**src/rtl/reduction_pkg.sv**
```systemverilog
// Shared definitions for the reduction accumulator and its tile sequencer:
// mode encodings, sequencer states and the tile/vector array types.
package reduction_pkg;

    localparam int PKG_TILE_SIZE = 4;
    localparam int PKG_ACC_WIDTH = 32;
    localparam int PKG_LEN_W     = 8;

    localparam logic [2:0] MODE_MAC   = 3'b000;
    localparam logic [2:0] MODE_OUTER = 3'b011;

    typedef enum logic [2:0] {
        S_IDLE,
        S_CLEAR,
        S_STREAM,
        S_DRAIN,
        S_RESULT
    } seq_state_e;

    typedef logic signed [PKG_ACC_WIDTH-1:0] acc_elem_t;
    typedef acc_elem_t [PKG_TILE_SIZE-1:0]   acc_vec_t;
    typedef acc_vec_t  [PKG_TILE_SIZE-1:0]   acc_tile_t;

    function automatic logic mode_legal(input logic [2:0] mode);
        return (mode == MODE_MAC) || (mode == MODE_OUTER);
    endfunction

endpackage

```
**src/rtl/reduction_tile_sequencer.sv**
```systemverilog
// Command-driven issuer between the tile buffer and the reduction accumulator;
// streams tiles, tracks the 2-cycle accumulator pipeline and presents results.
//
// state    | meaning
// ---------+--------------------------------------------------------------
// S_IDLE   | waiting for a command; illegal commands pulse cmd_err
// S_CLEAR  | one-cycle accumulator clear ahead of a MAC run
// S_STREAM | passing tiles straight through to the accumulator
// S_DRAIN  | waiting for the final issued tile to leave the pipeline
// S_RESULT | holding res_vec until the downstream handshake
module reduction_tile_sequencer
    import reduction_pkg::*;
#(
    parameter int TILE_SIZE = PKG_TILE_SIZE,
    parameter int ACC_WIDTH = PKG_ACC_WIDTH,
    parameter int LEN_W     = PKG_LEN_W
) (
    input  logic                                             clk,
    input  logic                                             rst_n,
    input  logic                                             cmd_valid,
    output logic                                             cmd_ready,
    input  logic [2:0]                                       cmd_mode,
    input  logic [LEN_W-1:0]                                 cmd_len,
    output logic                                             cmd_err,
    input  logic                                             tile_valid,
    output logic                                             tile_ready,
    input  logic signed [TILE_SIZE-1:0][TILE_SIZE-1:0][ACC_WIDTH-1:0] tile_data,
    output logic                                             acc_valid_in,
    output logic                                             acc_clear,
    output logic [2:0]                                       acc_mode,
    output logic signed [TILE_SIZE-1:0][TILE_SIZE-1:0][ACC_WIDTH-1:0] acc_mat,
    input  logic signed [TILE_SIZE-1:0][ACC_WIDTH-1:0]       acc_vec_out,
    input  logic                                             acc_valid_out,
    output logic                                             res_valid,
    input  logic                                             res_ready,
    output logic signed [TILE_SIZE-1:0][ACC_WIDTH-1:0]       res_vec,
    output logic                                             busy
);

    seq_state_e state_q, state_d;
    logic [2:0]       mode_q;
    logic [LEN_W-1:0] rem_q;
    logic [1:0]       last_pipe;
    logic signed [TILE_SIZE-1:0][ACC_WIDTH-1:0] res_vec_q;

    logic cmd_hs;
    logic cmd_bad;
    logic tile_hs;
    logic final_tile;
    logic capture;

    assign cmd_hs     = (state_q == S_IDLE) && cmd_valid;
    assign cmd_bad    = !mode_legal(cmd_mode) || (cmd_len == '0);
    assign tile_hs    = (state_q == S_STREAM) && tile_valid;
    // MAC produces one result after the last tile; OUTER one result per tile.
    assign final_tile = tile_hs && ((mode_q != MODE_MAC) || (rem_q == LEN_W'(1)));
    assign capture    = (state_q == S_DRAIN) && last_pipe[1];

    always_ff @(posedge clk) begin
        if (!rst_n) begin
            state_q   <= S_IDLE;
            mode_q    <= MODE_MAC;
            rem_q     <= '0;
            last_pipe <= '0;
            res_vec_q <= '0;
        end else begin
            state_q   <= state_d;
            last_pipe <= {last_pipe[0], final_tile};
            if (cmd_hs) begin
                mode_q <= cmd_mode;
                rem_q  <= cmd_len;
            end
            if (tile_hs && (rem_q != '0)) begin
                rem_q <= rem_q - LEN_W'(1);
            end
            if (capture) begin
                res_vec_q <= acc_vec_out;
            end
        end
    end

    always_comb begin
        state_d      = state_q;
        cmd_ready    = 1'b0;
        cmd_err      = 1'b0;
        tile_ready   = 1'b0;
        acc_valid_in = 1'b0;
        acc_clear    = 1'b0;
        acc_mat      = '0;
        res_valid    = 1'b0;
        busy         = (state_q != S_IDLE);

        case (state_q)
            S_IDLE: begin
                cmd_ready = 1'b1;
                if (cmd_valid) begin
                    if (cmd_bad) begin
                        cmd_err = 1'b1;
                    end else if (cmd_mode == MODE_MAC) begin
                        state_d = S_CLEAR;
                    end else begin
                        state_d = S_STREAM;
                    end
                end
            end
            S_CLEAR: begin
                acc_clear = 1'b1;
                state_d   = S_STREAM;
            end
            S_STREAM: begin
                tile_ready   = 1'b1;
                acc_valid_in = tile_valid;
                acc_mat      = tile_data;
                if (final_tile) begin
                    state_d = S_DRAIN;
                end
            end
            S_DRAIN: begin
                if (last_pipe[1]) begin
                    // Result is taken regardless; a missing valid flags a pipeline mismatch.
                    cmd_err = !acc_valid_out;
                    state_d = S_RESULT;
                end
            end
            S_RESULT: begin
                res_valid = 1'b1;
                if (res_ready) begin
                    state_d = ((mode_q == MODE_OUTER) && (rem_q != '0)) ? S_STREAM : S_IDLE;
                end
            end
            default: state_d = S_IDLE;
        endcase

        // Reset aborts immediately, so nothing is offered while it is asserted.
        if (!rst_n) begin
            cmd_ready    = 1'b0;
            cmd_err      = 1'b0;
            tile_ready   = 1'b0;
            acc_valid_in = 1'b0;
            acc_clear    = 1'b0;
            acc_mat      = '0;
            res_valid    = 1'b0;
            busy         = 1'b0;
        end
    end

    assign acc_mode = mode_q;
    assign res_vec  = res_vec_q;

endmodule

```
**config.mk**
```make
export PLATFORM = sky130hd
export DESIGN_NAME = reduction_tile_sequencer
export DESIGN_NICKNAME = d
export VERILOG_FILES = /design/src/rtl/reduction_pkg.sv /design/src/rtl/reduction_tile_sequencer.sv
export SDC_FILE = /design/constraint.sdc
export NUM_CORES = 1
export LEC_CHECK = 0
export CAP_MARGIN = 20
export CELL_PAD_IN_SITES_DETAIL_PLACEMENT = 1
export CELL_PAD_IN_SITES_GLOBAL_PLACEMENT = 1
export CORE_AREA = 2 2 507 509
export CTS_CLUSTER_DIAMETER = 100
export DETAILED_ROUTE_END_ITERATION = 8
export DIE_AREA = 0 0 509 511
export GPL_ROUTABILITY_DRIVEN = 0
export PLACE_DENSITY = 0.34
export SETUP_SLACK_MARGIN = 0.02
export SLEW_MARGIN = 20
export SYNTH_ARGS = -nofsm -noshare
export SYNTH_HDL_FRONTEND = slang
export SYNTH_SLANG_ARGS = --single-unit
export TNS_END_PERCENT = 10
```
**constraint.sdc**
```tcl
create_clock -name clk -period 2.3 [get_ports clk]
set_input_delay 0.575 -clock clk [delete_from_list [all_inputs] [get_ports clk]]
set_output_delay 0.575 -clock clk [all_outputs]
set_load 0.01 [all_outputs]
```
==> results of run 1 <==
## per-layer routing
metal  share of wire (%)  vias up  routed length (um)  track usage (%)
met5                0.50        -                 982                0
met4                 1.5      138                2880             1.28
met3                  15      436               28500             9.40
met2                  46     1178               90000             23.4
met1                  38     7220               73600             15.6
li1                    -     6723                   -                -
## cell usage in the layout (no fill, tap or decap), types with 3 or more instances in the layout
cell type        count
buf_8               10
buf_12             132
buf_4              118
nor3_1               4
buf_2               39
clkbuf_2            85
nand3_1              4
clkbuf_16           35
dlygate4sd2_1        9
or4_1                3
and2_1             339
nor4_1               7
and2_4             168
a31oi_1              5
dlymetal6s2s_1      97
dfxtp_1            143
inv_6                5
a211oi_1             3
clkinvlp_4           3
a21oi_1            138
buf_16              15
bufinv_16            3
clkdlybuf4s50_1    783
inv_1                3
nand2_1            271
diode_2             38
and2_2               8
nor2_1               8
buf_6              143
## power breakdown
part	leakage (nW)	switching, mW	total [mW]	internal, mW
Clock	0.289	1.46	3.19	1.72
Sequential	1.16	0.0266	2.54	2.51
Combinational	11.0	1.27	3.22	1.95
## cell type report
type | instances | share of cell area (%)
well taps | 3384 | 14.3
clock inverters | 14 | 0.611
diodes | 38 | 0.320
flip-flops and latches | 144 | 9.72
multi-input cells | 996 | 19.8
repair buffers | 1452 | 53.8
inverters | 4 | 0.0590
clock buffers | 17 | 1.43
## worst max path at each step
stage / slack [ns] / cells past startpoint / end / from
finish: -0.73 / 9 / acc_mat[371] / state_q[2]$_SDFFE_PN0P_
global route: -0.82 / 10 / acc_mat[268] / state_q[2]$_SDFFE_PN0P_
CTS: -1.13 / 9 / acc_mat[388] / state_q[2]$_SDFFE_PN0P_
detailed placement: -1.46 / 9 / acc_mat[322] / rst_n
global placement: -1.48 / 9 / acc_mat[322] / rst_n
floorplan: 0.17 / 7 / acc_mat[100] / rst_n
## registers in the layout, indices dropped and copies added (netlist names)
register and cells:
acc_mode 3, last_pipe 2, rem_q 8, res_vec 128, state_q 3
## logic make-up after synthesis
kind of cell,share of synthesized area (%)
DFF,31.6
AOI/OAI and AO/OA,9.65
and+or+nand+nor,49.5
adders and majority gates,0.275
xor gates and xnor gates,0.192
buffers and inverters,8.72
## through the flow
stage	total power, mW	worst slack, ns	hold slack [ns]
6_report	8.94	-0.732	0.452
5_1_grt	9.39	-0.816	0.478
4_1_cts	9.00	-1.13	0.455
3_5_place_dp	5.52	-1.46	0.426
3_3_place_gp	5.53	-1.48	0.422
2_1_floorplan	3.20	0.171	0.412
## repair_timing
action / CTS / global route
setup buffers: 22 / 21
resized for setup: 421 / 990
endpoints found under the setup margin: 596 / 596
pin swaps: 6 / 34
cloned: 14 / 24
==> reports/qor_table.md, run 1 <==
| Parameter | Reported |
| --- | --- |
| Worst setup slack for register-to-register paths | -0.03 ns |
| Biggest fanout along the worst timing path | 7 |
| Average routed wire per standard cell | 32.4 um |
| Critical Path End Type | output pin |
| Skew-Pair Late Insertion Delay | 0.49 ns |
| Largest delay contributor family on the critical path | buffers and inverters |
| Hold Path Class | flip-flop to flip-flop |
| Library cells used by synthesis | 47 |
| Net count of the mapped netlist | 1,910 |
| Total number of H-tree levels | 4 |
| Final net count | 3,274 |
| Synth warnings | 0 |
| Antenna Violating Nets Remaining | 0 |
| Final Hold Violating Endpoints | 0 |
| Dpl cell area | 27,400 um^2 |
| Destination of the worst register-to-register timing path | res_vec[111]$_SDFFE_PN0P_ |
| Final Slew Violations | 0 |
| Launch point of the worst reg-to-reg path | state_q[2]$_SDFFE_PN0P_ |
| Setup Viol. Count Final | 594 |
| Worst-case clock skew | 0.0125 ns |
| Avg Cell Area, Syn | 7.29 um^2 |
| Relative slew slack | 34.9% |
| Overall global routing resource usage | 14.2% |
| Register area | 2880 um^2 |
| Biggest area contributors in the synthesized netlist | and2_1 (35%), dfxtp_1 (32%), nand2_1 (11%), a21oi_1 (7.6%), buf_6 (5.6%) |
| Achievable clock frequency | 0.330 GHz |
| Core Box Area | 255,000 um^2 |
| EDFF count, synth | 0 |
| Clock tree from TritonCTS | yes |
| Pin count of the biggest net entering global routing | 76 |
| Worst Tran Pin Value | 0.976 ns |
| Die area | 260,000 um^2 |
| Portion of the clock cycle consumed by the worst path in the final layout | 132% |
| Count of buffering cells on the critical path with inverters included | 5 |
| Crit path time final | 3.03 ns |
| Most common cell in the netlist | and2_1 |
| Number of port buffers | 1,306 |
| Type of the setup path with the least slack | flip-flop to output pin |
| Hold-critical path depth | 1 |
| Root buffer cell | clkbuf_16 |
| Max Root-Sink Buffers | 2 |
| Vias | 15,700 |
| Setup repair after global routing missed its margin | true |
| Cell total after placement | 5,910 |
| Layout cell share with drive strength beyond 1 | 29.8% |
| Worst EP required | 1.73 ns |
| Chip Height | 511 um |
| Final cell count without fillers | 6,049 |
| Number of global-route vias before repair | 15,100 |
| Arrival time at the worst endpoint | 2.46 ns |
| Leakage power | 12.5 nW |
| Hold buffer count at cts | 0 |
| DRC violations left | 0 |
| Slowest-stage cell, CP | dfxtp_2 |
| Worst path cell trace | nand2b_4, or2_4, nor2_4, buf_12, clkbuf_16, buf_12, clkbuf_16, and2_1, dlymetal6s2s_1 |
| Die W | 509 um |
| Hold Startpoint | last_pipe[0]$_SDFF_PN0_ |
| Peak supply drop | 0.394 mV |
| Most common flop cell mapped by yosys | dfxtp_1 |
| Total wirelength of the detailed-routed design | 196,000 um |
| Maxcap violations | 0 |
| Gr ovfl total | 0 |
| Via-per-instance ratio | 2.59 |
| Worst-path clk slew | 0.07 ns |
| Startpoint class of the critical path | flip-flop |
| Async set-reset flop share out of synthesis | 0% |
| Signed area change from the synthesized netlist to the final layout | 226% |
| Total power per unit cell area | 301 nW/um^2 |
| Status | complete, but fails checks |
| Ports | 1,307 |
| Final setup slack of the worst path | -0.732 ns |
| Clock sink count | 144 |
| Multi-input gate area | 5890 um^2 |
| Finished Core Util | 11.6% |
| DRT Pass-1 Iters | 4 |
| Post-synth design cell area | 9110 um^2 |
| Wire length of the first global-routing pass | 226,000 um |
| Seq/Total Area, Yosys | 31.6% |
| Number of buffers created by CTS | 17 |
| Number of antenna violations at the first check in global routing | 296 |
| Initial standard-cell utilization of the core | 3.57% |
| Critical path's largest stage delay | 0.32 ns |
| Worst R2R Path Depth | 7 |
| Violated checks | setup timing |
| Filler Cells Inserted | 30,000 |
| HPWL reported at the end of detailed placement | 176,000 um |
| Accumulated negative setup slack | -341.30 ns |
| Ranking of synthesized cells by instance count | and2_1 (515), nand2_1 (271), dfxtp_1 (144), a21oi_1 (138), buf_6 (45) |
| Cell type contributing the most total cell area after synthesis | and2_1 |
| Final std cell area, no fill | 29,700 um^2 |
| Endpoint, Worst Hold | last_pipe[1]$_SDFF_PN0_ |
| Row count | 186 |
| Mapped Cells | 1,251 |
| Fraction of synthesized cell area taken by the top area cell type | 35.4% |
| Yosys reg bits | 144 |
| Initial DRC Count | 582 |
No activity file was read; power rests on OpenSTA's default activity.
==> run 2: changes to the inputs <==
--- a/config.mk
+++ b/config.mk
@@ -9,7 +9,6 @@
 export CELL_PAD_IN_SITES_DETAIL_PLACEMENT = 1
 export CELL_PAD_IN_SITES_GLOBAL_PLACEMENT = 1
 export CORE_AREA = 2 2 507 509
-export CTS_CLUSTER_DIAMETER = 100
 export DETAILED_ROUTE_END_ITERATION = 8
 export DIE_AREA = 0 0 509 511
 export GPL_ROUTABILITY_DRIVEN = 0
@@ -19,4 +18,4 @@
 export SYNTH_ARGS = -nofsm -noshare
 export SYNTH_HDL_FRONTEND = slang
 export SYNTH_SLANG_ARGS = --single-unit
-export TNS_END_PERCENT = 10
+export TNS_END_PERCENT = 1
==> reports/qor_table.md, run 2 (synthesis results as in run 1) <==
| Parameter | Reported | Change |
| --- | --- | --- |
| Status | complete, but fails checks |  |
| Violated checks | setup timing |  |
| Biggest fanout along the worst timing path | 6 | -1 |
| Initial standard-cell utilization of the core | 3.57% | unchanged |
| Hold buffer count at cts | 0 | unchanged |
| DRT Pass-1 Iters | 5 | +1 |
| Chip Height | 511 um | unchanged |
| Finished Core Util | 11.3% | -0.28 points |
| Worst setup path startpoint | state_q[2]$_SDFFE_PN0P_ |  |
| Hold Path Class | flip-flop to flip-flop |  |
| Crit path time final | 3.03 ns | -0.00570 ns |
| Total power per unit cell area | 306 nW/um^2 | +1.4% |
| Max Root-Sink Buffers | 2 | unchanged |
| Antenna Violating Nets Remaining | 0 | unchanged |
| Core Box Area | 255,000 um^2 | unchanged |
| Flip-flop count of the largest register, all copies and words added | 128 | unchanged |
| Worst hold-check slack | 0.452 ns | -0.000567 ns |
| Final Slew Violations | 0 | unchanged |
| Wire length of the first global-routing pass | 225,000 um | -0.18% |
| Layout cell share with drive strength beyond 1 | 31.1% | +1.3 points |
| Hold Startpoint | last_pipe[0]$_SDFF_PN0_ |  |
| Ports | 1,307 | unchanged |
| Maxcap violations | 0 | unchanged |
| Final Hold Violating Endpoints | 0 | unchanged |
| Gr ovfl total | 0 | unchanged |
| Worst-case clock skew | 0.0123 ns | -0.000269 ns |
| Root buffer cell | clkbuf_16 |  |
| Die W | 509 um | unchanged |
| Type of the setup path with the least slack | flip-flop to output pin |  |
| Startpoint class of the critical path | flip-flop |  |
| Arrival time at the worst endpoint | 2.45 ns | about the same |
| Setup repair after global routing missed its margin | true |  |
| Total wirelength of the detailed-routed design | 195,000 um | -0.46% |
| Final setup slack of the worst path | -0.727 ns | +0.00570 ns |
| Most prevalent standard cell on the critical path | buf_12 |  |
| Final net count | 3,246 | -0.86% |
| Setup Viol. Count Final | 594 | unchanged |
| Row count | 186 | unchanged |
| Overall global routing resource usage | 14.2% | -0.020 points |
| Peak supply drop | 0.393 mV | -0.10% |
| Worst-path clk slew | 0.07 ns | about the same |
| Clock sink count | 144 | unchanged |
| Leakage power | 11.2 nW | -10% |
| Portion of the clock cycle consumed by the worst path in the final layout | 132% | -0.25 points |
| Worst path cell trace | nand2b_4, or2_4, nor2_4, buf_12, buf_16, buf_16, buf_12, buf_4, and2_4, buf_12, buf_4 |  |
| Signed area change from the synthesized netlist to the final layout | 218% |  |
| Critical path's largest stage delay | 0.32 ns | about the same |
| Die area | 260,000 um^2 | unchanged |
| Slowest-stage cell, CP | dfxtp_2 |  |
| Number of port buffers | 1,306 | unchanged |
| HPWL reported at the end of detailed placement | 176,000 um | unchanged |
| Number of global-route vias before repair | 15,000 | -0.20% |
| Achievable clock frequency | 0.330 GHz | +0.19% |
| Number of antenna violations at the first check in global routing | 295 | -0.34% |
| Worst Tran Pin Value | 0.980 ns | +0.00428 ns |
| Top library cells by usage in the layout, fill and taps aside | clkdlybuf4s50_1 (783), and2_1 (352), nand2_1 (271) |  |
| Worst setup slack for register-to-register paths | -0.03 ns | about the same |
| Skew-Pair Late Insertion Delay | 0.49 ns | about the same |
| Launch point of the worst reg-to-reg path | state_q[2]$_SDFFE_PN0P_ |  |
| Worst EP required | 1.73 ns | about the same |
| Clock tree from TritonCTS | yes |  |
| Total number of H-tree levels | 4 | unchanged |
| Relative slew slack | 34.6% | -0.29 points |
| DRC violations left | 0 | unchanged |
| Pin count of the biggest net entering global routing | 76 | unchanged |
| Via-per-instance ratio | 2.58 | -0.40% |
| Vias | 15,600 | -0.87% |
| Number of buffers created by CTS | 17 | unchanged |
| Initial DRC Count | 613 | +5.3% |
| Average routed wire per standard cell | 32.4 um | about the same |
| Most frequent standard cell in the layout excluding fill and tap cells | clkdlybuf4s50_1 |  |
| Critical Path End Type | output pin |  |
## run 2: changes by cell type in the layout (fill, tap and decap cells not counted), sizes merged
cell and delta:
dlymetal6s2s -61, clkdlybuf4s15 +36, buf +22, clkbuf -21, dlygate4sd2 -4, diode -1
## run 2: per-layer routing
| layer | track usage, % | routed length (um) | part of all wire, % | vias to the layer above |
|---|---|---|---|---|
| li1 | - | - | - | 6658 |
| met1 | 15.4 | 72500 | 37 | 7142 |
| met2 | 23.3 | 89100 | 46 | 1186 |
| met3 | 9.59 | 29700 | 15 | 438 |
| met4 | 1.36 | 2960 | 1.5 | 134 |
| met5 | 0 | 873 | 0.45 | - |
## run 2: path summary, 6_finish.rpt
| path | end | cells past startpoint |
|---|---|---|
| worst min register to register | last_pipe[1]$_SDFF_PN0_ | 1 |
| worst max register to register | res_vec[109]$_SDFFE_PN0P_ | 7 |
| worst max-delay path | acc_mat[388] | 11 |
| worst min-delay path | last_pipe[1]$_SDFF_PN0_ | 1 |
## run 2: power breakdown
group	switching, mW	internal, mW
clock	1.46	1.72
sequential	0.0267	2.51
combinational	1.25	1.88
total	2.74	6.12
## run 2: final cells by class
class,count,area [um^2]
well taps,3384,4230
fillers,30100,226000
clock inverters,14,181
inverters,4,17.5
diodes,37,92.6
multi-input cells,996,5870
clock buffers,17,425
flip-flops and latches,144,2880
repair buffers,1424,15300
## run 2: worst max-delay path, delay by kind of cell, from the launching register on
family,cells,cell delay (ns)
buf+inv,7,0.93
flops,1,0.32
simple gates,4,0.65
## run 2: stage by stage
stage               power [mW]  setup slack [ns]  instances  area, um^2  TNS, ns
floorplan                 3.20             0.171       1251        9110        0
global placement          5.53             -1.48       5910       27400  -699.86
detailed placement        5.52             -1.46       5910       27400  -683.50
CTS                       8.94             -1.13       5963       28300  -436.56
global route              9.30            -0.806       5987       28900  -403.36
finish                    8.85            -0.727       6020       29000  -335.46
## run 2: what timing repair did
item                                    4_1_cts  5_1_grt
pin swaps                                    16       86
gates resized for setup                     843      767
buffers inserted                             11       11
endpoints found under the hold margin         0        0
cloned                                       11       14
endpoints found under the setup margin      596      596
